==> src/rtl/folded_hv_generator.sv <==
// Purpose: streams per-fold, per-modality, per-channel IM / ProjM slices for one latched feature sample.
// Latency: the first beat is valid the cycle after fin_fire; then one beat per cycle; one idle cycle between samples.
// Backpressure: dout_ready low holds every output stable; fin_ready is low for the whole sample.
module folded_hv_generator #(
   parameter int HV_DIMENSION      = 2000,
   parameter int FOLD_WIDTH        = 200,
   parameter int NUM_FOLDS         = 10,
   parameter int NUM_MODALITIES    = 3,
   parameter logic [8*NUM_MODALITIES-1:0] CHANNEL_COUNTS = {8'd105, 8'd77, 8'd32},
   parameter int TOTAL_NUM_CHANNEL = 214,
   parameter int CHANNEL_WIDTH     = 2,
   parameter logic [HV_DIMENSION-1:0] SEED_HV = {(HV_DIMENSION/8){8'hA5}},
   localparam int FOLD_BITS        = (NUM_FOLDS > 1) ? $clog2(NUM_FOLDS) : 1
) (
   input  logic                     clk,
   input  logic                     rst_n,
   input  logic                     fin_valid,
   output logic                     fin_ready,
   input  logic [CHANNEL_WIDTH-1:0] features [TOTAL_NUM_CHANNEL],
   output logic                     dout_valid,
   input  logic                     dout_ready,
   output logic [FOLD_WIDTH-1:0]    im_out,
   output logic [FOLD_WIDTH-1:0]    projm_out,
   output logic [FOLD_BITS-1:0]     dout_fold,
   output logic [3:0]               dout_modality,
   output logic                     dout_last_chan,
   output logic                     dout_last
);

   localparam int IDX_W = (TOTAL_NUM_CHANNEL > 1) ? $clog2(TOTAL_NUM_CHANNEL) : 1;

   localparam logic [0:0] IDLE   = 1'b0;
   localparam logic [0:0] STREAM = 1'b1;

   // Channel count of modality m, taken from the packed table.
   function automatic logic [7:0] cnt_of(input int m);
      return CHANNEL_COUNTS[8*m +: 8];
   endfunction

   // Offset of modality m's first channel in the feature array.
   function automatic int base_of(input int m);
      int b;
      b = 0;
      for (int i = 0; i < m; i++) b += int'(cnt_of(i));
      return b;
   endfunction

   // Lowest-numbered modality that owns at least one channel.
   function automatic logic [3:0] first_nonempty();
      logic [3:0] f;
      f = 4'd0;
      for (int m = NUM_MODALITIES - 1; m >= 0; m--)
         if (cnt_of(m) != 8'd0) f = 4'(m);
      return f;
   endfunction

   // One Rule-90 step on a fold-wide slice, zero fill at both ends.
   function automatic logic [FOLD_WIDTH-1:0] r90(input logic [FOLD_WIDTH-1:0] x);
      return (x << 1) ^ (x >> 1);
   endfunction

   localparam int         COUNT_SUM = base_of(NUM_MODALITIES);
   localparam logic [3:0] FIRST_MOD = first_nonempty();
   localparam logic [HV_DIMENSION-1:0] PROJM_NEG = (SEED_HV << 1) ^ (SEED_HV >> 1);

   if (TOTAL_NUM_CHANNEL != COUNT_SUM) begin : g_bad_total
      $error("TOTAL_NUM_CHANNEL must equal the sum of CHANNEL_COUNTS");
   end
   if (COUNT_SUM == 0) begin : g_bad_empty
      $error("CHANNEL_COUNTS must contain at least one nonzero count");
   end
   if (NUM_MODALITIES < 1 || NUM_MODALITIES > 16) begin : g_bad_mods
      $error("NUM_MODALITIES must lie in 1..16");
   end
   if ((HV_DIMENSION % FOLD_WIDTH) != 0 || NUM_FOLDS != HV_DIMENSION / FOLD_WIDTH) begin : g_bad_fold
      $error("FOLD_WIDTH must divide HV_DIMENSION and NUM_FOLDS must equal the quotient");
   end

   logic [0:0]               state;
   logic [FOLD_BITS-1:0]     fold;
   logic [3:0]               modality;
   logic [7:0]               chan;
   logic [FOLD_WIDTH-1:0]    im;
   logic [CHANNEL_WIDTH-1:0] feat_mem [TOTAL_NUM_CHANNEL];

   logic [7:0]               cur_cnt;
   int                       cur_base;
   logic                     nxt_found;
   logic [3:0]               nxt_mod;
   logic [IDX_W-1:0]         feat_idx;
   logic [CHANNEL_WIDTH-1:0] code;
   logic                     last_chan;
   logic                     last_fold;
   logic [FOLD_BITS-1:0]     fold_nxt;

   assign fin_ready  = (state == IDLE);
   assign dout_valid = (state == STREAM);
   assign last_chan  = (chan == cur_cnt - 8'd1);
   assign last_fold  = (fold == FOLD_BITS'(NUM_FOLDS - 1));
   assign fold_nxt   = fold + 1'b1;
   assign feat_idx   = IDX_W'(cur_base + int'(chan));
   assign code       = feat_mem[feat_idx];

   // Look up the current modality's count and base, and the next non-empty modality after it.
   always_comb begin
      cur_cnt   = 8'd0;
      cur_base  = 0;
      nxt_found = 1'b0;
      nxt_mod   = 4'd0;
      for (int m = 0; m < NUM_MODALITIES; m++) begin
         if (4'(m) == modality) begin
            cur_cnt  = cnt_of(m);
            cur_base = base_of(m);
         end
      end
      for (int m = NUM_MODALITIES - 1; m >= 0; m--) begin
         if (4'(m) > modality && cnt_of(m) != 8'd0) begin
            nxt_found = 1'b1;
            nxt_mod   = 4'(m);
         end
      end
   end

   // Beat payload and sideband; everything is zero outside STREAM.
   always_comb begin
      projm_out      = '0;
      im_out         = im;
      dout_fold      = fold;
      dout_modality  = modality;
      dout_last_chan = 1'b0;
      dout_last      = 1'b0;
      if (state == STREAM) begin
         if (code == CHANNEL_WIDTH'(1))
            projm_out = SEED_HV[int'(fold)*FOLD_WIDTH +: FOLD_WIDTH];
         else if (code == CHANNEL_WIDTH'(2))
            projm_out = PROJM_NEG[int'(fold)*FOLD_WIDTH +: FOLD_WIDTH];
         dout_last_chan = last_chan;
         dout_last      = last_chan && !nxt_found && last_fold;
      end
   end

   // Feature snapshot taken on acceptance; deliberately not reset.
   always_ff @(posedge clk) begin
      if (fin_ready && fin_valid) begin
         for (int i = 0; i < TOTAL_NUM_CHANNEL; i++) feat_mem[i] <= features[i];
      end
   end

   // Sequencer: walk channel, then modality (skipping empty ones), then fold.
   always_ff @(posedge clk or negedge rst_n) begin
      if (!rst_n) begin
         state    <= IDLE;
         fold     <= '0;
         modality <= 4'd0;
         chan     <= 8'd0;
         im       <= '0;
      end else if (state == IDLE) begin
         if (fin_valid) begin
            state    <= STREAM;
            fold     <= '0;
            modality <= FIRST_MOD;
            chan     <= 8'd0;
            im       <= r90(PROJM_NEG[0 +: FOLD_WIDTH]);
         end
      end else if (dout_ready) begin
         if (!last_chan) begin
            chan <= chan + 8'd1;
            im   <= r90(im);
         end else if (nxt_found) begin
            modality <= nxt_mod;
            chan     <= 8'd0;
            im       <= r90(PROJM_NEG[int'(fold)*FOLD_WIDTH +: FOLD_WIDTH]);
         end else if (!last_fold) begin
            fold     <= fold_nxt;
            modality <= FIRST_MOD;
            chan     <= 8'd0;
            im       <= r90(PROJM_NEG[int'(fold_nxt)*FOLD_WIDTH +: FOLD_WIDTH]);
         end else begin
            state    <= IDLE;
            fold     <= '0;
            modality <= 4'd0;
            chan     <= 8'd0;
            im       <= '0;
         end
      end
   end

endmodule

==> config.mk <==
export PLATFORM = sky130hd
export DESIGN_NAME = folded_hv_generator
export DESIGN_NICKNAME = d
export VERILOG_FILES = /design/src/rtl/folded_hv_generator.sv
export SDC_FILE = /design/constraint.sdc
export NUM_CORES = 1
export LEC_CHECK = 0
export BUFFER_PORTS_ARGS = -buffer_cell sky130_fd_sc_hd__buf_4
export CORE_AREA = 2 2 329 331
export DETAILED_ROUTE_END_ITERATION = 12
export DIE_AREA = 0 0 331 333
export RECOVER_POWER = 25
export SYNTH_ARGS = -nofsm -noshare
export SYNTH_HDL_FRONTEND = slang
export SYNTH_SLANG_ARGS = --single-unit
==> constraint.sdc <==
create_clock -name clk -period 11.9 [get_ports clk]
set_input_delay 1.19 -clock clk [delete_from_list [all_inputs] [get_ports clk]]
set_output_delay 1.19 -clock clk [all_outputs]
set_load 0.03 [all_outputs]
==> results of run 1 <==
per-layer routing:
| metal | share of wire [%] | global-route usage, % | up-vias | wire length [µm] |
|---|---|---|---|---|
| met3 | 7.2 | 4.00 | 156 | 6870 |
| met5 | 0.11 | 0 | - | 107 |
| met4 | 3.1 | 6.36 | 16 | 2960 |
| met1 | 41 | 21.7 | 10162 | 39000 |
| met2 | 49 | 27.5 | 797 | 46800 |
| li1 | - | - | 9458 | - |
final timing paths:
path,endpoint,slack (ps),start
min reg2reg,im_out[0],570,im_out[0]
min,im_out[0],570,im_out[0]
min in group asynchronous,im_out[120],590,rst_n
max reg2reg,im_out[145],7260,dout_modality[0]
max in group asynchronous,im_out[20],9020,rst_n
max,projm_out[88],3820,dout_modality[0]
layout by cell type (no fill, tap or decap), types with 8 or more instances in the layout:
master / n
buf_4: 404
xor2_1: 206
a31oi_1: 12
clkinv_1: 8
xnor2_1: 8
clkbuf_16: 76
a32oi_1: 28
clkinv_2: 10
clkbuf_4: 393
mux2i_1: 42
mux4_2: 44
dfrtp_1: 215
nand3_1: 58
o21ai_0: 12
mux4_1: 9
a21oi_1: 217
nor2_1: 222
nor3b_1: 8
ha_1: 13
diode_2: 22
nand4_1: 24
edfxtp_1: 428
inv_1: 10
nand2_1: 405
conb_1: 52
o211ai_1: 10
clkbuf_1: 33
cells by family after synthesis:
family	after synthesis
buf+inv	338
mux	96
fa+ha+maj	14
flops	643
other cells	1
simple gates	759
xor+xnor	222
compound gates	330
sequential cells by signal (all words and copies together), names as in the netlist:
signal / cells
dout_modality: 2
dout_valid: 1
feat_mem: 428
im_out: 200
chan: 8
dout_fold: 4
critical path: stages, from the launching register on:
cell	delay, ps
dfrtp_1	430
inv_1	170
ha_1	370
and2_1	210
ha_4	310
xor3_4	630
buf_4	610
and2_1	210
buf_4	290
a32oi_1	90
and3_1	190
a31oi_1	370
o2bb2ai_1	150
a221o_1	380
a32oi_2	260
nand4bb_1	210
a21bo_2	920
buf_4	310
report_power, final:
group	internal, mW	switching, mW	leakage (nW)
combinational	2.25	3.97	8.00
clock	1.33	0.970	1.20
sequential	2.74	0.577	6.27
total	6.33	5.52	15.5
cell type report:
cell class              count  share of cell area (%)
inverters                  12                   0.139
repair buffers            818                    16.1
clock inverters            35                    1.14
well taps                1403                    4.63
flip-flops and latches    643                    48.1
multi-input cells        1473                    24.4
clock buffers              96                    5.34
diodes                     22                   0.145
==> out/metrics.cfg, run 1 <==
[sta]
tightest_slew_ps=1160
slew_headroom_pct=22.8
hold_violations=0
grt_setup_unrepaired=false
period_share_pct=67.9
drv_slew=0
min_period_ps=8080
setup_tns_ps=0
fin_skew_ps=35.3
holdWs_ps=565
setup_violations=0
finalWorstSetupSlack_ps=3820
fmax_ghz=0.124

[final_layout]
drive_above_1_share_pct=31.8
seq_area_um2=18200
nets=3470
post_layout_nonfiller_instances=4502
multiInputGateArea_um2=9260
final_util_pct=35.6
area_growth_syn_to_layout_pct=29.3
fillerInstances=10490
final_cell_area_um2=37900

[die]
io_pins=844
row_count=120
die_width_um=331
core-area_um2=107000
start_util_pct=27.5
die_area_um2=110000
die_h_um=333

[critical_path]
cp-start-kind=flop
setup.worst_path.end_class=output port
rr_worst_depth=11
critical_path_required_ps=10710
cp_max_fo=48
worst-setup-path-type=reg -> out
crit_arrival_ps=6890

[flow_run]
max_cap_violations=0

[placement]
dp.cells=4349
gp_congestion=0.847
dp_hpwl_um=68600
io_buffers=791
placed_area_um2=35500
post-place-ws_ps=4460

[hold_path]
min_delay_path_depth=1
min_path_type=reg -> reg

[synth]
synthAdderAreaFrac_pct=0.597
synthCells=2403
synthMuxAreaShare_pct=5.66
synth_top_family_by_area=simple AND/OR/NAND/NOR gates
synth_edf_count=428
ys_top_cells_by_count=edfxtp_1, nand2_1, nor2_1
synth_compound_area_share_pct=6.71
synth-xor-area-share_pct=6.83
syn_area_um2=29300
ys_ff_latch=643
syn_area_per_cell_um2=12.2
post-synth-top-count-cell=edfxtp_1
ys_seq_area_share_pct=62.2
ys.warnings.count=0
synthTopCellsByArea=edfxtp_1, dfrtp_1, xor2_1
synth-main-ff-cell=edfxtp_1
async_reset_ff_share_pct=33.4
ys_types=70
synth-simple-area-share_pct=10.7
synth_top_area_cell=edfxtp_1
synth_top_area_share_pct=43.8

[route]
finalWirelength_um=95800
dr_total_vias=20589
avgViaCountPerCell=4.57
routedWlPerCell_um=21.3
drt_pass1_iterations=6
drc_errors=0
drt_iter0_markers=1677
ant_nets=0

[outcome]
status=finished clean

[power_and_ir_drop]
power_leakage_nw=15.5
power_density_nw_per_um2=312
irDropWorstVdd_mv=0.262
fin_total_pwr_mw=11.8

[global_routing]
grt_pass1_wl_um=137000
grt_usage_pct=16.9
grt_max_degree=199
grt_remaining_overflow=0
grt_pass1_vias=20040
antenna_found_initial=33

[clock_tree]
numClockSinks=643
insertion_delay_ps=650
cts_hold_buf=0
cts_root_buffer=clkbuf_16
clockBufferDepth=3
cts_made_buffers=76
cts_resized=0
cts_tree=built
clkTransAtPathRegs_ps=60
htreeDepth=3
post_cts_buffers=0

Note: power is estimated with default switching activity, not from simulation.
==> run 2: changes to the inputs <==
==> constraint.sdc (replaced) <==
create_clock -name clk -period 7.16 [get_ports clk]
set_input_delay 0.716 -clock clk [delete_from_list [all_inputs] [get_ports clk]]
set_output_delay 0.716 -clock clk [all_outputs]
set_load 0.03 [all_outputs]
==> out/metrics.cfg, run 2 (same netlist as run 1, synthesis figures left out) <==
[critical_path]
setup.worst_path.end_class=output port
cp_max_fo=28
rr_worst_depth=12
crit_arrival_ps=5960
cp-start-kind=flop
worst-setup-path-type=reg -> out
reg2reg_slack_ps=3150
critical_path_required_ps=6440
timing.rr.start=dout_modality[0]
cp-endpoint=projm_out[149]
rr_endpoint=dout_fold[2]
cp-startpoint=dout_modality[0]

[global_routing]
grt_usage_pct=17.1
grt_remaining_overflow=0
grt_max_degree=197
grt_pass1_vias=20161
grt_pass1_wl_um=139000
antenna_found_initial=24

[die]
io_pins=844
start_util_pct=27.5
die_h_um=333
die_area_um2=110000
die_width_um=331
core-area_um2=107000
row_count=120

[flow_run]
max_cap_violations=0

[route]
drt_iter0_markers=1636
routedWlPerCell_um=21.6
drt_pass1_iterations=5
avgViaCountPerCell=4.61
finalWirelength_um=97700
dr_total_vias=20836
drc_errors=0
ant_nets=0

[final_layout]
final_common_cell=edfxtp_1
multiInputGateArea_um2=9320
fillerInstances=10496
area_growth_syn_to_layout_pct=29.6
regMostFlops=feat_mem
seq_area_um2=18200
post_layout_nonfiller_instances=4518
most-common-layout-cells=edfxtp_1, buf_4, nand2_1
largest_register_ffs=428
final_util_pct=35.7
nets=3484
drive_above_1_share_pct=31.8

[power_and_ir_drop]
fin_total_pwr_mw=19.7
power_density_nw_per_um2=518
irDropWorstVdd_mv=0.364
power_leakage_nw=15.5

[sta]
setup_violations=0
grt_setup_unrepaired=false
tightest_slew_ps=1060
finalWorstSetupSlack_ps=487
min_period_ps=6670
hold_violations=0
period_share_pct=93.2
drv_slew=0
fin_skew_ps=32.4
holdWs_ps=105
slew_headroom_pct=29.2
fmax_ghz=0.150

[placement]
post-place-ws_ps=502
dp_hpwl_um=70200
io_buffers=791
gp_congestion=0.850
dp.cells=4357

[clock_tree]
cts_hold_buf=0
clockBufferDepth=3
htreeDepth=3
cts_root_buffer=clkbuf_16
numClockSinks=643
insertion_delay_ps=650
cts_made_buffers=77
cts_tree=built
clkTransAtPathRegs_ps=60

[hold_path]
min_path_type=in -> async

[outcome]
status=finished clean

==> run 2: cell types whose count changed in the layout (fill, tap and decap cells not counted), moves of 4 or more <==
cell / before / now
clkbuf_4: 393 / 376
clkbuf_1: 33 / 50
clkinvlp_4: 1 / 5
clkbuf_8: 5 / 1
diode_2: 22 / 18
clkinv_2: 10 / 18
buf_4: 404 / 412
==> run 2: worst min path at each step <==
stage | startpoint | depth (start not counted) | to
floorplan | rst_n | 0 | chan[0]
detailed placement | im_out[0] | 1 | im_out[0]
finish | rst_n | 1 | im_out[99]
global placement | im_out[0] | 1 | im_out[0]
global route | rst_n | 1 | im_out[99]
CTS | rst_n | 1 | im_out[111]
==> run 2: worst max-delay path, stage by stage (launching register included) <==
cell,delay [ps]
dfrtp_1,430
inv_1,160
ha_2,540
nand2_1,90
o21ai_1,430
xor2_4,850
nand2_1,470
a41o_1,330
nand4_1,120
nand4_1,160
o211ai_1,410
nand4bb_1,250
clkinv_2,450
buf_4,390
buf_4,190
==> run 2: cell type report <==
type | instances | share of cell area [%]
multi-input combinational | 1475 | 24.5
tap | 1403 | 4.62
clock inverter | 45 | 1.17
antenna | 18 | 0.119
inverter | 12 | 0.142
timing repair buffer | 829 | 16.2
clock buffer | 93 | 5.25
sequential | 643 | 48.0
==> run 2: power by group <==
| part | switching, mW | internal [mW] |
|---|---|---|
| sequential | 0.961 | 4.56 |
| combinational | 6.63 | 3.79 |
| clock | 1.67 | 2.10 |
| total | 9.26 | 10.5 |
==> run 2: stage by stage <==
| step | area, µm² | TNS (ps) |
|---|---|---|
| final | 38000 | 0 |
| after CTS | 38100 | 0 |
| after floorplan | 29500 | -287700 |
| after global routing | 38000 | 0 |
| after global placement | 35600 | 0 |
| after detailed placement | 35600 | 0 |
==> run 2: routing by layer <==
| layer | track usage, % | vias up | part of all wire, % |
|---|---|---|---|
| met4 | 6.66 | 12 | 3.6 |
| met5 | 0 | - | 0.087 |
| met2 | 28.6 | 874 | 50 |
| li1 | - | 9500 | - |
| met3 | 4.60 | 170 | 7.8 |
| met1 | 20.9 | 10280 | 39 |
==> run 2: what timing repair did <==
item / 4_1_cts / 5_1_grt
cloned: 1 / 1
gates resized for setup: 2 / 4
setup endpoints to repair: 50 / 100
buffers inserted: 0 / 3
pin swaps: 1 / 2
